<file path="src/rtl/dec_pkg.sv">
// Shared definitions for the decoder/scanner: mode encoding and output width.
package dec_pkg;

  typedef enum logic [1:0] {
    MODE_DECODE = 2'b00,
    MODE_THERMO = 2'b01,
    MODE_SCAN   = 2'b10,
    MODE_HOLD   = 2'b11
  } mode_e;

  function automatic int out_w(input int n);
    return 1 << n;
  endfunction

endpackage

</file>
<file path="src/rtl/dec_onehot.sv">
// Combinational index to one-hot converter, shared by DECODE and SCAN paths.
module dec_onehot
  import dec_pkg::*;
#(
  parameter int N = 3
) (
  input  logic [N-1:0]        idx_i,
  output logic [out_w(N)-1:0] onehot_o
);

  always_comb begin
    // NOTE: assign a default before the conditional write so no latch is inferred.
    onehot_o        = '0;
    onehot_o[idx_i] = 1'b1;
  end

endmodule

</file>
<file path="src/rtl/dec_n_scan.sv">
// N-to-2**N decoder with thermometer and prescaled scanning modes; all outputs registered.
module dec_n_scan
  import dec_pkg::*;
#(
  parameter int N        = 3,
  parameter int STEP_DIV = 1
) (
  input  logic                clk,
  input  logic                rst,
  input  logic                En,
  input  logic [1:0]          mode,
  input  logic [N-1:0]        a,
  input  logic                load,
  output logic [out_w(N)-1:0] d,
  output logic [N-1:0]        idx,
  output logic                wrap
);

  localparam int            W  = out_w(N);
  localparam int            PW = (STEP_DIV > 1) ? $clog2(STEP_DIV) : 1;
  localparam logic [PW-1:0] TC = PW'(STEP_DIV - 1);

  mode_e         mode_s;
  logic          scan_en;
  logic [N-1:0]  scan_q, scan_d;
  logic [PW-1:0] presc_q, presc_d;
  logic [W-1:0]  d_q, d_d;
  logic [N-1:0]  idx_q, idx_d;
  logic          wrap_q, wrap_d;
  logic [N-1:0]  sel;
  logic [W-1:0]  onehot;
  logic [W-1:0]  thermo;

  assign mode_s  = mode_e'(mode);
  assign scan_en = En && (mode_s == MODE_SCAN);

  // Scan state only moves on enabled SCAN cycles; load wins over a coincident step.
  always_comb begin
    scan_d  = scan_q;
    presc_d = presc_q;
    wrap_d  = 1'b0;
    if (scan_en) begin
      if (load) begin
        scan_d  = a;
        presc_d = '0;
      end else if (presc_q == TC) begin
        presc_d = '0;
        scan_d  = scan_q + 1'b1;
        wrap_d  = &scan_q;
      end else begin
        presc_d = presc_q + 1'b1;
      end
    end
  end

  // SCAN shows the index it is moving to, so d and idx track the scan register with one cycle latency.
  assign sel = (mode_s == MODE_SCAN) ? scan_d : a;

  dec_onehot #(.N(N)) u_onehot (
    .idx_i    (sel),
    .onehot_o (onehot)
  );

  always_comb begin
    for (int i = 0; i < W; i++) begin
      thermo[i] = (i <= int'(a));
    end
  end

  always_comb begin
    d_d   = d_q;
    idx_d = idx_q;
    if (!En) begin
      d_d = '0;
    end else begin
      case (mode_s)
        MODE_DECODE: begin d_d = onehot; idx_d = a;      end
        MODE_THERMO: begin d_d = thermo; idx_d = a;      end
        MODE_SCAN:   begin d_d = onehot; idx_d = scan_d; end
        MODE_HOLD:   ;
      endcase
    end
  end

  always_ff @(posedge clk or posedge rst) begin
    if (rst) begin
      scan_q  <= '0;
      presc_q <= '0;
      d_q     <= '0;
      idx_q   <= '0;
      wrap_q  <= 1'b0;
    end else begin
      // NOTE: non-blocking assignments so every register samples pre-edge values.
      scan_q  <= scan_d;
      presc_q <= presc_d;
      d_q     <= d_d;
      idx_q   <= idx_d;
      wrap_q  <= wrap_d;
    end
  end

  assign d    = d_q;
  assign idx  = idx_q;
  assign wrap = wrap_q;

endmodule

</file>
<file path="config.mk">
export PLATFORM = sky130hd
export DESIGN_NAME = dec_n_scan
export DESIGN_NICKNAME = d
export VERILOG_FILES = /design/src/rtl/dec_pkg.sv /design/src/rtl/dec_onehot.sv /design/src/rtl/dec_n_scan.sv
export SDC_FILE = /design/constraint.sdc
export NUM_CORES = 1
export LEC_CHECK = 0
export ABC_AREA = 1
export BUFFER_PORTS_ARGS = -buffer_cell sky130_fd_sc_hd__buf_2
export CAP_MARGIN = 20
export CORE_MARGIN = 2
export CORE_UTILIZATION = 50
export CTS_CLUSTER_DIAMETER = 120
export DETAILED_ROUTE_END_ITERATION = 6
export PLACE_DENSITY = 0.77
export SLEW_MARGIN = 20
export SYNTH_ARGS = -nofsm -noshare
export SYNTH_HDL_FRONTEND = slang
export SYNTH_SLANG_ARGS = --single-unit
</file>
<file path="constraint.sdc">
create_clock -name clk -period 2.7 [get_ports clk]
set_clock_uncertainty 0.1 [all_clocks]
set_input_delay 0.27 -clock clk [delete_from_list [all_inputs] [get_ports clk]]
set_output_delay 0.27 -clock clk [all_outputs]
set_load 0.05 [all_outputs]
</file>
* Word-level counts from Yosys, hierarchy flattened
Cells that the tools add are included.
W data, S select, Z words.
** Operators by class
- Shift operators :: 0
- $mul :: 0
- Bitwise logic cells :: 0
- Add/subtract/negate cells :: 2
- Multiplexer cells :: 14
- $lt $le $gt $ge :: 9
- Reductions and logical operators :: 8
- Divide/modulo/power cells :: 0
- Eq/ne operators :: 3
** Operators by type and width (number)
- $pmux W8 S2 :: 1
- $le A3 B3 Y1 const A :: 4
- $mux W3 :: 4
- $mux W8 :: 1
- $le A2 B3 Y1 const A :: 2
- $mux W1 :: 6
- $pmux W3 S2 :: 1
- $lt A3 B4 Y1 const B :: 1
- $reduce_or A2 Y1 :: 2
- $add A3 B1 Y3 const B :: 1
- $demux W1 S3 :: 1
- $ge A3 B1 Y1 const B :: 1
- $le A1 B3 Y1 const A :: 1
- $ne A3 B2 Y1 const B :: 1
- $reduce_and A3 Y1 :: 1
- $eq A2 B1 Y1 const B :: 1
- $eq A2 B2 Y1 const B :: 1
- $logic_and A1 B1 Y1 :: 2
- $logic_not A2 Y1 :: 1
- $reduce_and A2 Y1 :: 1
- $reduce_bool A2 Y1 :: 1
- $add A1 B1 Y1 const B :: 1
** Word-level totals
- Memory bits (read-only) :: 0
- Flip-flop bits (word level) :: 16
- Bits in writable memories :: 0
- Input port bits :: 9
- Word-level logic and storage cells :: 41
- Latch bits :: 0
- Memories :: 0

* Longest topological paths before layout
Gate-level depths: netlist of run 1.
- Depth after elaboration :: 11
- Mapped depth :: 12

* By module
A second synthesis of run 1 with hierarchy kept.
** Second synthesis, totals
- Cells, all modules :: 120
- Area total of the unflattened synthesis :: 883.3 um^2
** By module, submodules not included
- dec_n_scan :: area an instance 827.0 um^2, cells an instance 105, times used 1
- dec_onehot :: area an instance 56.3 um^2, cells an instance 15, times used 1

* Worst setup path after synthesis of run 1
OpenSTA, ideal clock, no wires.
- Path kind :: register to register
- From :: register scan_q[0]
- To :: register d_q[5] (netlist: d[5])
- Clock period less this slack :: 1.586 ns
- Slack :: 1.114 ns
- Path buffers :: 0
- Arrival time :: 1.369 ns
- Required time :: 2.482 ns
- Stages on the path, launching flop included :: 13
- Path through :: dfrtp_1 -> ha_1 -> ha_1 -> inv_1 -> nand2_1 -> nand2_1 -> nand2_1 -> nand3_1 -> nand2_1 -> nand3_1 -> nand2_1 -> nand2_1 -> nand2_1
** On the way
- Cells in the longest elaborated chain, start to end :: 11
- Elaborated cells on any way between the ends :: 12
- Classes of those cells :: 1 x add/sub; 2 x order compare; 8 x mux; 1 x reduce/logical
** RTL lines
- start, declared :: RTL line dec_n_scan.sv:25 : logic [N-1:0] scan_q, scan_d;
- start signal, assigned :: RTL line dec_n_scan.sv:94 : scan_q <= scan_d;
- $add A3 B1 Y3 :: RTL line dec_n_scan.sv:48 : scan_d = scan_q + 1'b1;
- $mux W3 :: RTL line dec_n_scan.sv:46 : end else if (presc_q == TC) begin
- $mux W3 :: RTL line dec_n_scan.sv:43 : if (load) begin
- $mux W3 (*) :: RTL line dec_n_scan.sv:42 : if (scan_en) begin
- $mux W3 (*) :: RTL line dec_n_scan.sv:57 : assign sel = (mode_s == MODE_SCAN) ? scan_d : a;
- $lt A3 B4 Y1 (not written as such) / $ge A3 B1 Y1 (equally long branches) :: RTL line dec_onehot.sv:14 : onehot_o[idx_i] = 1'b1;
- $logic_and A1 B1 Y1 (not written as such) :: RTL line dec_onehot.sv:14
- $mux W1 (not written as such) :: RTL line dec_onehot.sv:14
- $demux W1 S3 (*)
- $pmux W8 S2 (*) :: RTL line dec_n_scan.sv:76 : case (mode_s)
- $mux W8 (*) :: RTL line dec_n_scan.sv:73 : if (!En) begin
- end signal, assigned :: RTL line dec_n_scan.sv:89 : d_q <= '0;
- end signal, assigned :: RTL line dec_n_scan.sv:96 : d_q <= d_d;
- end, declared :: RTL line dec_n_scan.sv:27 : logic [W-1:0] d_q, d_d;
Every way passes the cells marked *; elsewhere a longest branch is shown, timed or not.
A chain may end at the register's enable or synchronous reset.

* Final worst setup path of run 1
- From :: register scan_q[0]
- To :: register d_q[7] (netlist: d[7])
The elaborated chain is that of the path after synthesis.

==> key figures, run 1 <==
CTS
  • Later-pin clock latency in the skew report: approximately 0.27 ns
  • Clk root buf: clkbuf_4
  • TritonCTS buffer count: 3
  • Clock Path Buffers: 2
  • Clk slew on worst S/H paths: approximately 0.090 ns
  • PostCTS Resize Cnt: 0
  • TritonCTS clock tree: yes
  • Hold Buf Count CTS: 1
  • Clk sinks: 15
  • CTS H-tree depth: 1
  • # Post-CTS Setup Buffers: 0

Timing
  • Slew of the pin with the lowest slew margin: between 0.5 and 0.6 ns
  • Achievable frequency: about 570 MHz
  • Minimum clock period: 1.76 ns
  • Slew Limit Fails: 0
  • Final Hold Viols: 0
  • Total negative slack: 0 ns
  • Period utilisation layout: 0.651
  • # setup viols final: 0
  • Slew headroom: 0.628
  • Unrepaired setup endpoints after global routing: no

GRT
  • Largest net degree at the start of global routing: 16
  • Vias in the first global route: 930
  • Total global routing overflow: 0
  • First-pass GRT wire length: approximately 3.9 mm
  • Total GRT Usage: 0.205
  • Initial antenna violation count: 0

Power and ir drop
  • Power Density: about 530 nW/um2
  • Leak: 0.691 nW
  • Switching share of power: 0.396
  • Combinational Power Share: 0.357
  • Register share of total power: 0.438
  • NetSw: 0.000240 W
  • Worst IR drop on VDD: 0.322 mV
  • Clock group share of total power: 0.205
  • Int Power: ~0.00037 W

Floorplan
  • Cell row count: 16
  • DIE WIDTH: a little under 50 um
  • Die height: 48.4 um
  • IO Count: 21
  • Initial cell density of the core: 0.517
  • Core Box Area: 1900 um2
  • Die ar.: approximately 2300 um2

Cells and area
  • Commonest non-fill, non-tap cell in the layout: nand2_1
  • Area delta synth->final: 16.8%
  • Antenna cell count: 0
  • Utilization after layout: 0.604
  • Most frequent cells in the layout: 67 x nand2_1, 20 x buf_2, 15 x dfrtp_1, 13 x inv_1, 11 x nand3_1
  • Nets: 180
  • Layout cells sized above 1: 0.244

Synth
  • Post-synthesis instance total: between 100 and 150
  • Net Count, Synth: about 160
  • Total number of yosys warnings: 0
  • Seq/Total Area, Yosys: 0.382
  • Syn_area_per_cell: around 6.8 um2
  • Mapped Area: a little under 1000 um2
  • Seq cells post-synth: 15
  • Post-synthesis cell type count: 20

Setup path
  • Worst path bufs/invs: 0
  • Critical path class: register to register
  • WP data required: around 2.8 ns
  • CP top delay family: simple AND/OR/NAND/NOR gates
  • CP Data Arrival Time: roughly 1.9 ns
  • Slowest-stage cell, CP: dfrtp_1
  • CP peak stage delay: around 0.43 ns
  • Crit path max fanout: 6
  • Cell repeated most along the worst path: nand2_1
  • Critical path cell sequence: ha_1, ha_1, nand2_1, nand2_1, nand2_2, nand3_2, nand2_2, nor2_1, nand4_1, nand2_1
  • CP startpoint kind: register
  • CP Capture Type: register

Drt
  • DR WL/cell: around 11 um
  • Remaining DRCs: 0
  • Via density: ~5
  • Drt pass-1 iters: 4
  • Via count: 968
  • WL final: ~2.2 mm
  • First DRT Iteration DRCs: 23
  • Final ANT Viol Nets: 0

Placement
  • Gpl congestion: between 0.8 and 0.9
  • HPWL after DPL: between 1.5 and 2 mm
  • Number of buffers inserted by port buffering: 20

Run status
  • Status: finished, final reports clean

Min path
  • Hold Path Class: primary input to register

Run
  • Max-Cap Viols: 0
## stage by stage
step	total power, W	instance area (um2)	setup slack, ns	hold WS [ns]	std cells
2_1_floorplan	0.000432	983	1.11	0.0715	144
3_3_place_gp	0.000478	1110	1.04	0.254	190
3_5_place_dp	0.000484	1110	0.965	0.258	190
4_1_cts	0.000611	1150	0.950	0.194	195
5_1_grt	0.000647	1150	0.791	0.217	195
6_report	0.000606	1150	0.941	0.206	195
## power by group through the flow
stage,logic [W],registers (W),clock network [W]
2_1_floorplan,0.000112,0.000320,0
3_3_place_gp,0.000210,0.000268,0
3_5_place_dp,0.000215,0.000269,0
4_1_cts,0.000217,0.000265,0.000129
5_1_grt,0.000240,0.000269,0.000138
6_report,0.000216,0.000265,0.000124
## worst paths after layout
path / startpoint / cells past startpoint / slack (ns) / to
max in group asynchronous: rst / 3 / 1.65 / idx[2]
worst min-delay path: En / 3 / 0.21 / d[7]
worst min register to register: d[2] / 2 / 0.38 / d[2]
worst max-delay path: scan_q[0] / 10 / 0.94 / d[7]
worst max register to register: scan_q[0] / 10 / 0.94 / d[7]
min in group asynchronous: rst / 3 / 0.48 / d[3]
## final cells by class
type | instances | area, um2
inverter | 17 | 66.3
multi-input combinational | 111 | 537
tap | 27 | 33.8
clock buffer | 4 | 26.3
sequential | 15 | 375
fill | 178 | 753
timing repair buffer | 21 | 110
## tightest hold or removal path, cell delays in order
cell and delay [ns]:
buf_2 0.13, nand4_1 0.09, nand2_1 0.05
## layer usage
layer	GRT usage	vias to the layer above	part of all wire
met5	0	-	0
met4	0.0667	0	0.011
met3	0.0340	4	0.051
met2	0.361	26	0.49
met1	0.258	445	0.44
li1	-	493	-
## cell usage after synthesis, drive strengths merged
library cell | n | area (um2)
nand2 | 74 | 300
clkbuf | 1 | 5.00
inv | 17 | 66.3
dfrtp | 15 | 375
nor2 | 9 | 55.1
o21ai | 3 | 15.0
o31ai | 1 | 7.51
nor3 | 1 | 10.0
nand3 | 14 | 85.1
o211ai | 1 | 7.51
nand4 | 1 | 6.26
a21oi | 5 | 25.0
ha | 2 | 25.0
## registers in the layout (all words and copies together) (netlist names)
signal,cells
d,8
idx,3
scan_q,3
wrap,1
## kinds of logic after synthesis
kind of cell             Yosys count  synth area share
flip-flops                        15             0.382
AND/OR/NAND/NOR                   99             0.464
buffers and inverters             18            0.0725
adder cells (fa/ha/maj)            2            0.0254
AO/OA/AOI/OAI                     10            0.0560
Note: power is estimated with default switching activity, not from simulation.
==> run 2: changes to the inputs <==
==> constraint.sdc (replaced) <==
create_clock -name clk -period 1.7 [get_ports clk]
set_clock_uncertainty 0.1 [all_clocks]
set_input_delay 0.17 -clock clk [delete_from_list [all_inputs] [get_ports clk]]
set_output_delay 0.17 -clock clk [all_outputs]
set_load 0.05 [all_outputs]
==> run 2 against run 1 <==
Die area stayed put. Critical endpoint unchanged. Critical path depth stayed put. Total power is 69% higher. Non-clock buffer count is 4 higher. Sequential share of layout area is 1.7 points lower. Setup slack worse by 0.91 ns.
==> key figures, run 2 (synthesis results as in run 1) <==
Setup path
  • Crit path max fanout: 6
  • R2R Path Start: scan_q[0]
  • Worst path bufs/invs: 0
  • R2r setup slk: between 0.03 and 0.04 ns
  • CP peak stage delay: about 0.40 ns
  • CP Capture Type: register
  • RR Endpoint: d[7]
  • Slowest-stage cell, CP: dfrtp_1
  • WP data required: approximately 1.8 ns
  • CP top delay family: simple AND/OR/NAND/NOR gates
  • CP startpoint kind: register
  • Critical path class: register to register
  • Critical path cell sequence: ha_2, ha_4, nand2_1, nand2_2, nand2_2, nand3_2, nand2_4, nor2_2, nand4_1, nand2_1
  • Path depth of the worst reg2reg path: 10
  • CP Data Arrival Time: roughly 1.8 ns

Power and ir drop
  • Worst IR drop on VDD: 0.533 mV
  • PnR Total Power: slightly above 0.001 W
  • Power Density: about 850 nW/um2
  • Leak: about 0.71 nW

GRT
  • Largest net degree at the start of global routing: 16
  • First-pass GRT wire length: 4.17 mm
  • Routing usage on met1: 0.287
  • Met2 usage: 0.373
  • Vias in the first global route: 988
  • GR Layer Usage met3: 0.0370
  • Gr busiest metal: met2
  • Total GRT Usage: 0.222
  • Total global routing overflow: 0
  • Initial antenna violation count: 0

Drt
  • Remaining DRCs: 0
  • Drt pass-1 iters: 4
  • Via density: ~5
  • First DRT Iteration DRCs: 21
  • DR WL/cell: approximately 12 um
  • Final ANT Viol Nets: 0
  • WL final: around 2.4 mm
  • Via count: 1002

Timing
  • Min Hold Slack: 0.0771 ns
  • Slew headroom: 0.583
  • Final WS setup: 0.0326 ns
  • # setup viols final: 0
  • Achievable frequency: 600 MHz
  • Slew Limit Fails: 0
  • Unrepaired setup endpoints after global routing: yes
  • Period utilisation layout: 0.981
  • Slew of the pin with the lowest slew margin: 0.625 ns
  • Final Hold Viols: 0
  • Minimum clock period: 1.67 ns

Cells and area
  • Antenna cell count: 0
  • Layout cells sized above 1: 0.297
  • Max FFs per register: 8
  • Utilization after layout: 0.637
  • Most frequent cells in the layout: 65 x nand2_1, 20 x buf_2, 15 x dfrtp_1, 13 x inv_1, 10 x nand3_1
  • Area delta synth->final: 23.2%
  • Commonest non-fill, non-tap cell in the layout: nand2_1
  • Filler cell count: 182
  • Post-Layout Cell Count: ~200
  • Nets: approximately 180

Floorplan
  • Die height: 48.4 um
  • IO Count: 21
  • Initial cell density of the core: 0.517
  • Die ar.: roughly 2300 um2
  • Core Box Area: 1900 um2
  • Cell row count: 16
  • DIE WIDTH: 48.4 um

Min path
  • Hold Startpoint: En
  • Min-Delay Endpoint: d[0]
  • Hold depth: 3
  • Hold Path Class: primary input to register

CTS
  • Clk root buf: clkbuf_4
  • Clk slew on worst S/H paths: 0.10 ns
  • TritonCTS buffer count: 3
  • Later-pin clock latency in the skew report: roughly 0.29 ns
  • CTS H-tree depth: 1
  • Clock Path Buffers: 2
  • Clk sinks: 15
  • TritonCTS clock tree: yes

Placement
  • Pre-CTS WS: between 0.02 and 0.03 ns
  • HPWL after DPL: ~1.7 mm
  • Gpl congestion: between 0.8 and 0.9
  • Placed Cells: approximately 190
  • Number of buffers inserted by port buffering: 20

Run
  • Max-Cap Viols: 0

Run status
  • Status: finished, final reports clean
-- run 2: through the flow --
stage / setup TNS (ns) / area, um2
2_1_floorplan: 0 / 983
3_3_place_gp: 0 / 1130
3_5_place_dp: 0 / 1130
4_1_cts: 0 / 1160
5_1_grt: -0.228 / 1210
6_report: 0 / 1210
-- run 2: what timing repair did --
| action | CTS | global route |
|---|---|---|
| hold endpoints to repair | 15 | 0 |
| buffers inserted | 0 | 2 |
| endpoints found under the setup margin | 0 | 9 |
| resized for setup | 0 | 7 |
| hold buffers | 1 | 0 |
-- run 2: per-layer routing --
layer,part of all wire,vias up
li1,-,503
met1,0.44,460
met2,0.49,34
met3,0.047,5
met4,0.018,0
met5,0,-
-- run 2: cell type report --
class	count	area, um2	share of cell area
Tap cell	27	33.8	0.0279
Clock buffer	4	26.3	0.0217
Timing Repair Buffer	25	140	0.116
Sequential cell	15	375	0.310
Multi-Input combinational cell	111	569	0.470
Inverter	17	66.3	0.0548
-- run 2: worst max path at each step --
| stage | from | cells after the start | slack (ns) | end |
|---|---|---|---|---|
| after floorplan | scan_q[0] | 12 | 0.11 | d[5] |
| after global placement | scan_q[1] | 12 | 0.07 | d[5] |
| after detailed placement | scan_q[0] | 10 | 0.03 | d[7] |
| after CTS | scan_q[0] | 11 | 0.002 | d[3] |
| after global routing | scan_q[0] | 10 | -0.04 | d[7] |
| final | scan_q[0] | 10 | 0.03 | d[7] |
-- run 2: worst min-delay path: stages --
cell	delay, ns
buf_2	0.13
o211ai_1	0.08
nand2_1	0.06
-- run 2: report_power, final --
part | switching (W) | total (W) | leakage (nW) | internal [W]
Clock | 0.000122 | 0.000213 | 0.0150 | 0.0000913
Sequential | 0.0000239 | 0.000418 | 0.194 | 0.000395
Combinational | 0.000269 | 0.000394 | 0.501 | 0.000125
